===== config.mk =====
export PLATFORM = sky130hd
export DESIGN_NAME = mult_div_unit_flat
export DESIGN_NICKNAME = d
export VERILOG_FILES = /design/src/rtl/mult_div_unit_if.sv /design/src/rtl/mult_div_unit.sv /design/src/flat_wrapper.sv
export SDC_FILE = /design/constraint.sdc
export NUM_CORES = 1
export LEC_CHECK = 0
export ABC_AREA = 1
export CAP_MARGIN = 20
export CORE_MARGIN = 2
export CORE_UTILIZATION = 40
export DETAILED_ROUTE_END_ITERATION = 12
export SYNTH_ARGS = -nofsm -noshare
export SYNTH_HDL_FRONTEND = slang
export SYNTH_SLANG_ARGS = --single-unit

===== constraint.sdc =====
create_clock -name clk -period 4.4 [get_ports clk]
set_input_delay 0.88 -clock clk [delete_from_list [all_inputs] [get_ports clk]]
set_output_delay 0.88 -clock clk [all_outputs]
set_load 0.01 [all_outputs]

===== src/rtl/mult_div_unit_if.sv =====
// Issue/write-back bundle between the register file side and mult_div_unit.
// Issue side drives operands and start; the unit returns busy/done and two write ports.
interface mult_div_unit_if #(
  parameter int WIDTH = 32
);
  logic             start;
  logic [1:0]       op;
  logic [WIDTH-1:0] rs_data;
  logic [WIDTH-1:0] rt_data;
  logic [4:0]       dst_lo;
  logic [4:0]       dst_hi;
  logic             busy;
  logic             done;
  logic             div_by_zero;
  logic [4:0]       write_reg1;
  logic [WIDTH-1:0] write_data1;
  logic             reg_write1;
  logic [4:0]       write_reg2;
  logic [WIDTH-1:0] write_data2;
  logic             reg_write2;

  modport master (
    output start, op, rs_data, rt_data, dst_lo, dst_hi,
    input  busy, done, div_by_zero,
    input  write_reg1, write_data1, reg_write1,
    input  write_reg2, write_data2, reg_write2
  );

  modport slave (
    input  start, op, rs_data, rt_data, dst_lo, dst_hi,
    output busy, done, div_by_zero,
    output write_reg1, write_data1, reg_write1,
    output write_reg2, write_data2, reg_write2
  );
endinterface


===== src/rtl/mult_div_unit.sv =====
// Iterative MULT/MULTU/DIV/DIVU: WIDTH+2 cycles start-to-write (1 for divide by zero); start ignored while busy.
// EARLY_TERM_EN: multiplies run only as many steps as the multiplier magnitude has significant bits.
module mult_div_unit #(
  parameter int WIDTH = 32,
  parameter int CNT_W = 6
) (
  input  logic           clk,
  input  logic           rst,
  mult_div_unit_if.slave bus
);
  localparam int IDX_W = $clog2(WIDTH);

  typedef enum logic [1:0] {IDLE, CALC, FIX, WRITE} state_t;

  state_t           state;
  logic [CNT_W-1:0] cnt;
  logic [CNT_W-1:0] steps;
  logic [1:0]       op_q;
  logic [4:0]       dst_lo_q;
  logic [4:0]       dst_hi_q;
  logic [WIDTH-1:0] a_q;
  logic [WIDTH-1:0] b_q;
  logic [WIDTH-1:0] acc_hi;
  logic [WIDTH-1:0] acc_lo;
  logic             neg_lo;
  logic             neg_hi;

  logic             busy_q;
  logic             done_q;
  logic             dbz_q;
  logic             rw1_q;
  logic             rw2_q;
  logic [4:0]       wr1_q;
  logic [4:0]       wr2_q;
  logic [WIDTH-1:0] wd1_q;
  logic [WIDTH-1:0] wd2_q;

  // Issue-side operand conditioning
  logic             rs_neg;
  logic             rt_neg;
  logic [WIDTH-1:0] rs_abs;
  logic [WIDTH-1:0] rt_abs;
  logic [CNT_W-1:0] first_steps;

  always_comb begin
    rs_neg      = bus.op[0] & bus.rs_data[WIDTH-1];
    rt_neg      = bus.op[0] & bus.rt_data[WIDTH-1];
    rs_abs      = rs_neg ? -bus.rs_data : bus.rs_data;
    rt_abs      = rt_neg ? -bus.rt_data : bus.rt_data;
    first_steps = CNT_W'(WIDTH);
`ifdef EARLY_TERM_EN
    if (!bus.op[1]) begin
      first_steps = CNT_W'(1);
      for (int i = 1; i < WIDTH; i++) begin
        if (rt_abs[i]) first_steps = CNT_W'(i + 1);
      end
    end
`endif
  end

  // Multiply walks the multiplier MSB-first from bit steps-1, so a shortened run needs no realignment.
  logic [IDX_W-1:0]   bit_idx;
  logic [2*WIDTH-1:0] prod_next;
  logic [2*WIDTH-1:0] prod_neg;
  logic [WIDTH:0]     div_shift;
  logic [WIDTH:0]     div_diff;
  logic [WIDTH-1:0]   fix_lo;
  logic [WIDTH-1:0]   fix_hi;

  always_comb begin
    bit_idx   = IDX_W'(steps - cnt - CNT_W'(1));
    prod_next = {acc_hi, acc_lo} << 1;
    if (b_q[bit_idx]) prod_next = prod_next + {{WIDTH{1'b0}}, a_q};
    div_shift = {acc_hi, acc_lo[WIDTH-1]};
    div_diff  = div_shift - {1'b0, b_q};
    prod_neg  = -{acc_hi, acc_lo};
    if (op_q[1]) begin
      fix_lo = neg_lo ? -acc_lo : acc_lo;
      fix_hi = neg_hi ? -acc_hi : acc_hi;
    end else begin
      fix_lo = neg_lo ? prod_neg[WIDTH-1:0]       : acc_lo;
      fix_hi = neg_lo ? prod_neg[2*WIDTH-1:WIDTH] : acc_hi;
    end
  end

  always_ff @(posedge clk) begin
    if (rst) begin
      state    <= IDLE;
      cnt      <= '0;
      steps    <= '0;
      op_q     <= '0;
      dst_lo_q <= '0;
      dst_hi_q <= '0;
      a_q      <= '0;
      b_q      <= '0;
      acc_hi   <= '0;
      acc_lo   <= '0;
      neg_lo   <= 1'b0;
      neg_hi   <= 1'b0;
      busy_q   <= 1'b0;
      done_q   <= 1'b0;
      dbz_q    <= 1'b0;
      rw1_q    <= 1'b0;
      rw2_q    <= 1'b0;
      wr1_q    <= '0;
      wr2_q    <= '0;
      wd1_q    <= '0;
      wd2_q    <= '0;
    end else begin
      case (state)
        IDLE: begin
          if (bus.start) begin
            op_q     <= bus.op;
            dst_lo_q <= bus.dst_lo;
            dst_hi_q <= bus.dst_hi;
            a_q      <= rs_abs;
            b_q      <= rt_abs;
            acc_hi   <= '0;
            acc_lo   <= bus.op[1] ? rs_abs : '0;
            neg_lo   <= rs_neg ^ rt_neg;
            neg_hi   <= bus.op[1] ? rs_neg : (rs_neg ^ rt_neg);
            cnt      <= '0;
            steps    <= first_steps;
            busy_q   <= 1'b1;
            if (bus.op[1] && bus.rt_data == '0) begin
              // Divide by zero skips the datapath; HI returns the raw dividend.
              state  <= WRITE;
              done_q <= 1'b1;
              dbz_q  <= 1'b1;
              wr1_q  <= bus.dst_lo;
              wr2_q  <= bus.dst_hi;
              wd1_q  <= '1;
              wd2_q  <= bus.rs_data;
              rw1_q  <= (bus.dst_lo != 5'd0) && (bus.dst_lo != bus.dst_hi);
              rw2_q  <= (bus.dst_hi != 5'd0);
            end else begin
              state <= CALC;
            end
          end
        end
        CALC: begin
          cnt <= cnt + CNT_W'(1);
          if (op_q[1]) begin
            if (!div_diff[WIDTH]) begin
              acc_hi <= div_diff[WIDTH-1:0];
              acc_lo <= {acc_lo[WIDTH-2:0], 1'b1};
            end else begin
              acc_hi <= div_shift[WIDTH-1:0];
              acc_lo <= {acc_lo[WIDTH-2:0], 1'b0};
            end
          end else begin
            {acc_hi, acc_lo} <= prod_next;
          end
          if (cnt == steps - CNT_W'(1)) state <= FIX;
        end
        FIX: begin
          state  <= WRITE;
          done_q <= 1'b1;
          wr1_q  <= dst_lo_q;
          wr2_q  <= dst_hi_q;
          wd1_q  <= fix_lo;
          wd2_q  <= fix_hi;
          // Same destination on both ports: HI wins.
          rw1_q  <= (dst_lo_q != 5'd0) && (dst_lo_q != dst_hi_q);
          rw2_q  <= (dst_hi_q != 5'd0);
        end
        WRITE: begin
          state  <= IDLE;
          busy_q <= 1'b0;
          done_q <= 1'b0;
          dbz_q  <= 1'b0;
          rw1_q  <= 1'b0;
          rw2_q  <= 1'b0;
        end
        default: state <= IDLE;
      endcase
    end
  end

  assign bus.busy        = busy_q;
  assign bus.done        = done_q;
  assign bus.div_by_zero = dbz_q;
  assign bus.write_reg1  = wr1_q;
  assign bus.write_data1 = wd1_q;
  assign bus.reg_write1  = rw1_q;
  assign bus.write_reg2  = wr2_q;
  assign bus.write_data2 = wd2_q;
  assign bus.reg_write2  = rw2_q;
endmodule


===== src/flat_wrapper.sv =====
// flat-port wrapper written by rule: the top's interface ports become plain ports
module mult_div_unit_flat 
#(
  parameter int WIDTH = 32,
  parameter int CNT_W = 6
)
  (clk, rst, bus_start, bus_op, bus_rs_data, bus_rt_data, bus_dst_lo, bus_dst_hi, bus_busy, bus_done, bus_div_by_zero, bus_write_reg1, bus_write_data1, bus_reg_write1, bus_write_reg2, bus_write_data2, bus_reg_write2);
  mult_div_unit_if #(.WIDTH(WIDTH)) bus_i ();
  input  logic clk;
  input  logic rst;
  input wire logic [$bits(bus_i.start)-1:0] bus_start;
  input wire logic [$bits(bus_i.op)-1:0] bus_op;
  input wire logic [$bits(bus_i.rs_data)-1:0] bus_rs_data;
  input wire logic [$bits(bus_i.rt_data)-1:0] bus_rt_data;
  input wire logic [$bits(bus_i.dst_lo)-1:0] bus_dst_lo;
  input wire logic [$bits(bus_i.dst_hi)-1:0] bus_dst_hi;
  output wire logic [$bits(bus_i.busy)-1:0] bus_busy;
  output wire logic [$bits(bus_i.done)-1:0] bus_done;
  output wire logic [$bits(bus_i.div_by_zero)-1:0] bus_div_by_zero;
  output wire logic [$bits(bus_i.write_reg1)-1:0] bus_write_reg1;
  output wire logic [$bits(bus_i.write_data1)-1:0] bus_write_data1;
  output wire logic [$bits(bus_i.reg_write1)-1:0] bus_reg_write1;
  output wire logic [$bits(bus_i.write_reg2)-1:0] bus_write_reg2;
  output wire logic [$bits(bus_i.write_data2)-1:0] bus_write_data2;
  output wire logic [$bits(bus_i.reg_write2)-1:0] bus_reg_write2;
  assign bus_i.start = bus_start;
  assign bus_i.op = bus_op;
  assign bus_i.rs_data = bus_rs_data;
  assign bus_i.rt_data = bus_rt_data;
  assign bus_i.dst_lo = bus_dst_lo;
  assign bus_i.dst_hi = bus_dst_hi;
  assign bus_busy = bus_i.busy;
  assign bus_done = bus_i.done;
  assign bus_div_by_zero = bus_i.div_by_zero;
  assign bus_write_reg1 = bus_i.write_reg1;
  assign bus_write_data1 = bus_i.write_data1;
  assign bus_reg_write1 = bus_i.reg_write1;
  assign bus_write_reg2 = bus_i.write_reg2;
  assign bus_write_data2 = bus_i.write_data2;
  assign bus_reg_write2 = bus_i.reg_write2;
  mult_div_unit #(.WIDTH(WIDTH), .CNT_W(CNT_W)) u_core (.clk(clk), .rst(rst), .bus(bus_i));
endmodule

## Word-level counts from Yosys, hierarchy flattened

Cells that the tools add are included.

| storage, ports and cells | value |
|---|---|
| flip-flop bits (word level) | 230 |
| latch bits | 0 |
| memories kept | 0 |
| bits in writable memories | 0 |
| ROM bits | 0 |
| output and inout port bits | 79 |

| cells by class | value |
|---|---|
| $add $sub $neg | 11 |
| multiply operators | 0 |
| reduce and logical (&&, ||, !) cells | 20 |
| $lt $le $gt $ge | 1 |
| bitwise gates (word level) | 3 |
| divide/modulo/power cells | 0 |
| shift-type cells | 0 |
| equality and inequality tests | 9 |
| multiplexer cells | 51 |

Operators by type and width:

| cell | number |
|---|---|
| 32-bit two-way mux | 18 |
| 32-bit case mux with 2 select lines | 4 |
| 32-bit negation | 4 |
| 64-bit by 32-bit adder with 64-bit output | 1 |
| 64-bit two-way mux | 1 |
| 64-bit negation | 1 |
| 33-bit by 32-bit subtractor with 33-bit output | 1 |
| 32-bit zero test | 1 |
| 5-bit two-way mux | 4 |
| 5-bit case mux with 2 select lines | 2 |
| 5-bit nonzero test | 4 |
| 6-bit case mux with 2 select lines | 1 |
| 1-bit two-way mux | 10 |
| 5-bit inequality test | 2 |
| 1-bit case mux with 3 select lines | 3 |
| 3-bit AND reduction | 3 |
| 2-bit case mux with 4 select lines | 1 |
| 2-bit AND reduction | 4 |
| 6-bit by 1-bit adder with 6-bit output, second input constant | 1 |
| 6-bit == test | 1 |
| 5-bit by 6-bit < comparator with 1-bit output, second input constant | 1 |
| 2-bit two-way mux | 3 |
| 6-bit two-way mux | 1 |
| 2-bit nonzero test | 3 |
| other kinds (14) | 20 |

## Logic depth before layout (Yosys ltp)

| logic depth | value |
|---|---|
| depth in word-level cells | 7 |
| depth in mapped cells | 21 |
| depth with buffers taken out | 20 |

## Least setup slack after synthesis

OpenSTA, ideal clock, no wires.

| timing | value |
|---|---|
| path type | input to register |
| start point | input bus_rt_data[0] |
| end point | register u_core.b_q[28] |
| stages on the path | 13 |
| library setup time | 0.113 ns |
| setup slack | 1.944 ns |
| buffers on the path | 0 |
| arrival | 2.343 ns |
| path through | inv_1 > ha_1 > nand3_1 > nor2_2 > nand2_1 > nor3_2 > nand3_2 > nor3_4 > nor2_1 > nand2_1 > nand2_1 > o21ai_1 > inv_1 |

| between the ends | value |
|---|---|
| word-level cells in the longest chain between the ends | 2 |

RTL lines:

| element | RTL line | source |
|---|---|---|
| start, declared | flat_wrapper.sv:14 | `input wire logic [$bits(bus_i.rt_data)-1:0] bus_rt_data;` |
| 32-bit negation | mult_div_unit.sv:49 | `rt_abs = rt_neg ? -bus.rt_data : bus.rt_data;` |
| 32-bit two-way mux | mult_div_unit.sv:49 |  |
| end signal, assigned | mult_div_unit.sv:117 | `b_q <= rt_abs;` |
| end, declared | mult_div_unit.sv:22 | `logic [WIDTH-1:0] b_q;` |

Every way passes these cells.
A chain may end at the register's enable or synchronous reset.

## Worst setup path after layout

| timing | value |
|---|---|
| start point | register u_core.cnt[0] |
| end point | register u_core.acc_lo[29] |

| between the ends | value |
|---|---|
| word-level cells in the longest chain between the ends | 7 |

RTL lines:

| element | RTL line | source |
|---|---|---|
| start, declared | mult_div_unit.sv:16 | `logic [CNT_W-1:0] cnt;` |
| start signal, assigned | mult_div_unit.sv:142 | `cnt <= cnt + CNT_W'(1);` |
| 1-bit by 5-bit subtractor with 5-bit output | mult_div_unit.sv:71 | `bit_idx = IDX_W'(steps - cnt - CNT_W'(1));` |
| 5-bit by 1-bit subtractor with 5-bit output | mult_div_unit.sv:71 |  |
| 1-bit binary-select mux with 5-bit select | mult_div_unit.sv:73 | `if (b_q[bit_idx]) prod_next = prod_next + {{WIDTH{1'b0}}, a_q};` |
| 1-bit two-way mux (not written as such) | mult_div_unit.sv:73 |  |
| 64-bit two-way mux | mult_div_unit.sv:73 |  |
| 32-bit two-way mux | mult_div_unit.sv:143 | `if (op_q[1]) begin` |
| 32-bit case mux with 2 select lines | mult_div_unit.sv:110 | `case (state)` |
| end signal, assigned | mult_div_unit.sv:119 | `acc_lo <= bus.op[1] ? rs_abs : '0;` |
| end signal, assigned | mult_div_unit.sv:146 | `acc_lo <= {acc_lo[WIDTH-2:0], 1'b1};` |
| end signal, assigned | mult_div_unit.sv:149 | `acc_lo <= {acc_lo[WIDTH-2:0], 1'b0};` |
| end, declared | mult_div_unit.sv:24 | `logic [WIDTH-1:0] acc_lo;` |

Every way passes these cells. The select of a mux whose other input is x is not followed.

==> out/metrics.csv <==
metric,value,unit
Synth top area share,21.9,%
Max Clk Rate,300,MHz
crit path cell chain,inv_4 -> nand2_1 -> nand2_1 -> nand2_1 -> nand2_1 -> nor2_1 -> nand2_2 -> nand3_4 -> nand2_4 -> nand2_2 -> inv_2 -> o21ai_0 -> nor2_1 -> nor2_1 -> nor2_1,
Synth Instances,3740,
vias per cell,5.55,
Initial DRC Count,3010,
Setup CP Type,reg -> reg,
Clock Latency Late Sink,600,ps
routed wire length on met2,36400,um
first-pass GRT wire length,135000,um
top routing layer in use,met5,
wire per inst,20.1,um
clock period minus worst slack,3330,ps
Post-synth EDFFs,0,
Placer Congestion,1.01,
Sink Count,229,
# resized after CTS,0,
total number of vias,25000,
CTS root buffer,clkbuf_16,
initial antenna violation count,1,
M1 WL,41400,um
Commonest cells post-synth,"1052 x nand2_1, 496 x inv_1, 418 x nor2_1",
post-detail-place hpwl,70700,um
"Largest stage delay, worst path",830,ps
number of max-cap violations,0,
setup TNS,0,ps
crit start category,register,
Clock Tree Buf Depth,3,
Total Routing Usage GR,32.5,%
ys async rst share,0,%
final hold viol count,0,
I/O pin cnt,158,
status,"complete, no violations",
drc violations,0,
slew margin rel.,44.0,%
Crit path arrival time,3830,ps
drt pass-1 iters,6,
largest net degree at the start of global routing,104,
final hold slack,468,ps
vias in the first global route,22100,
top_reg_cell synth,dfxtp_1,
grt ovf,0,
power per cell area,674,nW/um^2
Worst Skew,32.2,ps
die height,233,um
Syn Nets,3894,
Die Area,54200,sq um
CTS tree,done,
worst hold path type,reg -> reg,
Routed met3 length,10200,um
antenna-violating nets left,0,
final-report max-slew violation count,0,
Netlist cell types,50,
RSZ-0062 raised after global routing,no,
Synth Register Bits,229,
die span in x,233,um
layout cell share with drive strength beyond 1,3.71,%
Worst Tran Pin Value,841,ps
final setup vio count,0,
"Seq/Total Area, Yosys",21.9,%
Ys Warns,0,
CP Max Fanout,54,
netlist area before placement,21000,sq um
Crit path required time,4890,ps
Leak Pwr,0.0113,uW
nets@finish,3956,
Peak VDD IR,348,uV
Worst Reg-to-Reg Cells,15,
setup bufs post-CTS,0,
hold path depth,2,
hold bufs inserted after CTS,0,
Starting Density,40.7,%
area grow syn2layout,14.6,%
I/O Buffers,157,
CORE AREA,51500,sq um
CTS Buf Count,28,
most frequent cell after synthesis,nand2_1,
Synth area leaders,"dfxtp_1 22%, nand2_1 19%, inv_1 8.9%",
final WL,90400,um
num rows,83,
fin crit share,75.8,%
Worst Setup End Kind,register,
Yosys top cell by area,dfxtp_1,
"Reg clk slew, reported paths",70,ps
CTS H-Tree Depth,1,
Mapped Avg Cell Area,5.60,sq um
# diodes,0,
slowest cell on the critical path,dfxtp_1,
-- cell families after synthesis --
kind of cell	synth area share, %
buffers and inverters	12.6
AO/OA/AOI/OAI	16.5
adder cells (fa/ha/maj)	4.55
XOR/XNOR	4.43
AND/OR/NAND/NOR	40.0
flip-flops	21.9
-- cells in the final DEF, fill, tap and decap left out, types with 38 or more instances in the layout --
master           netlist  routed
dfxtp_1              229     227
a31oi_1               42      42
inv_1                496     493
ha_1                  73      72
nor2_1               418     416
buf_4                  6      38
nand3_1              346     346
xor2_1                83      83
nand4_1               53      53
a21oi_1              295     295
nor3_1                50      50
nand2_1             1052    1051
clkdlybuf4s50_1        0     156
o21ai_0              259     259
-- cell type report --
class	instances	area (sq um)
fill	5848	27500
multi-input combinational	2840	13700
sequential	229	4590
timing repair buffer	197	1910
inverter	506	1900
tap	680	851
clock buffer	34	774
clock inverter	18	233
-- routing by layer --
metal | global-route usage, % | vias up
met4 | 8.14 | 2
met2 | 46.9 | 1263
met3 | 7.07 | 149
met5 | 0 | -
li1 | - | 12200
met1 | 48.2 | 11400
-- sequential cells by signal (all words and copies together) (netlist names), 2 cells and up --
signal / cells
u_core.dst_lo_q: 5
u_core.cnt: 6
u_core.bus.write_data2: 32
u_core.acc_lo: 32
u_core.bus.write_data1: 32
u_core.acc_hi: 32
u_core.b_q: 32
u_core.bus.write_reg2: 5
u_core.bus.write_reg1: 5
u_core.dst_hi_q: 5
u_core.a_q: 32
u_core.state: 2
-- report_power, final --
group          total [uW]  internal, uW  switching (uW)
sequential           3710          2810             901
clock                2590          1550            1050
combinational        9880          3130            6750
-- path summary, 6_finish.rpt --
path | end | start | slack, ps
worst max-delay path | u_core.acc_lo[29] | u_core.cnt[0] | 1070
worst min-delay path | u_core.a_q[0] | u_core.a_q[0] | 470
worst max register to register | u_core.acc_lo[29] | u_core.cnt[0] | 1070
worst min register to register | u_core.a_q[0] | u_core.a_q[0] | 470
-- stage by stage --
stage               util (%)  instance area (sq um)  worst slack, ps  instances  total power [uW]
floorplan                  -                  21000             1940       3740              9760
global placement        44.6                  23000              973       4452             13300
detailed placement      44.6                  23000              918       4452             13300
CTS                     46.6                  24000             1160       4504             15900
global route            46.6                  24000              805       4504             17300
finish                  46.6                  24000             1070       4504             16200
-- critical path: cells and delay by family (launching register included) --
family	cells	cell delay [ps]
simple gates	12	1750
flops	1	830
compound gates	1	210
buf+inv	2	430
Note: power is estimated with default switching activity, not from simulation.
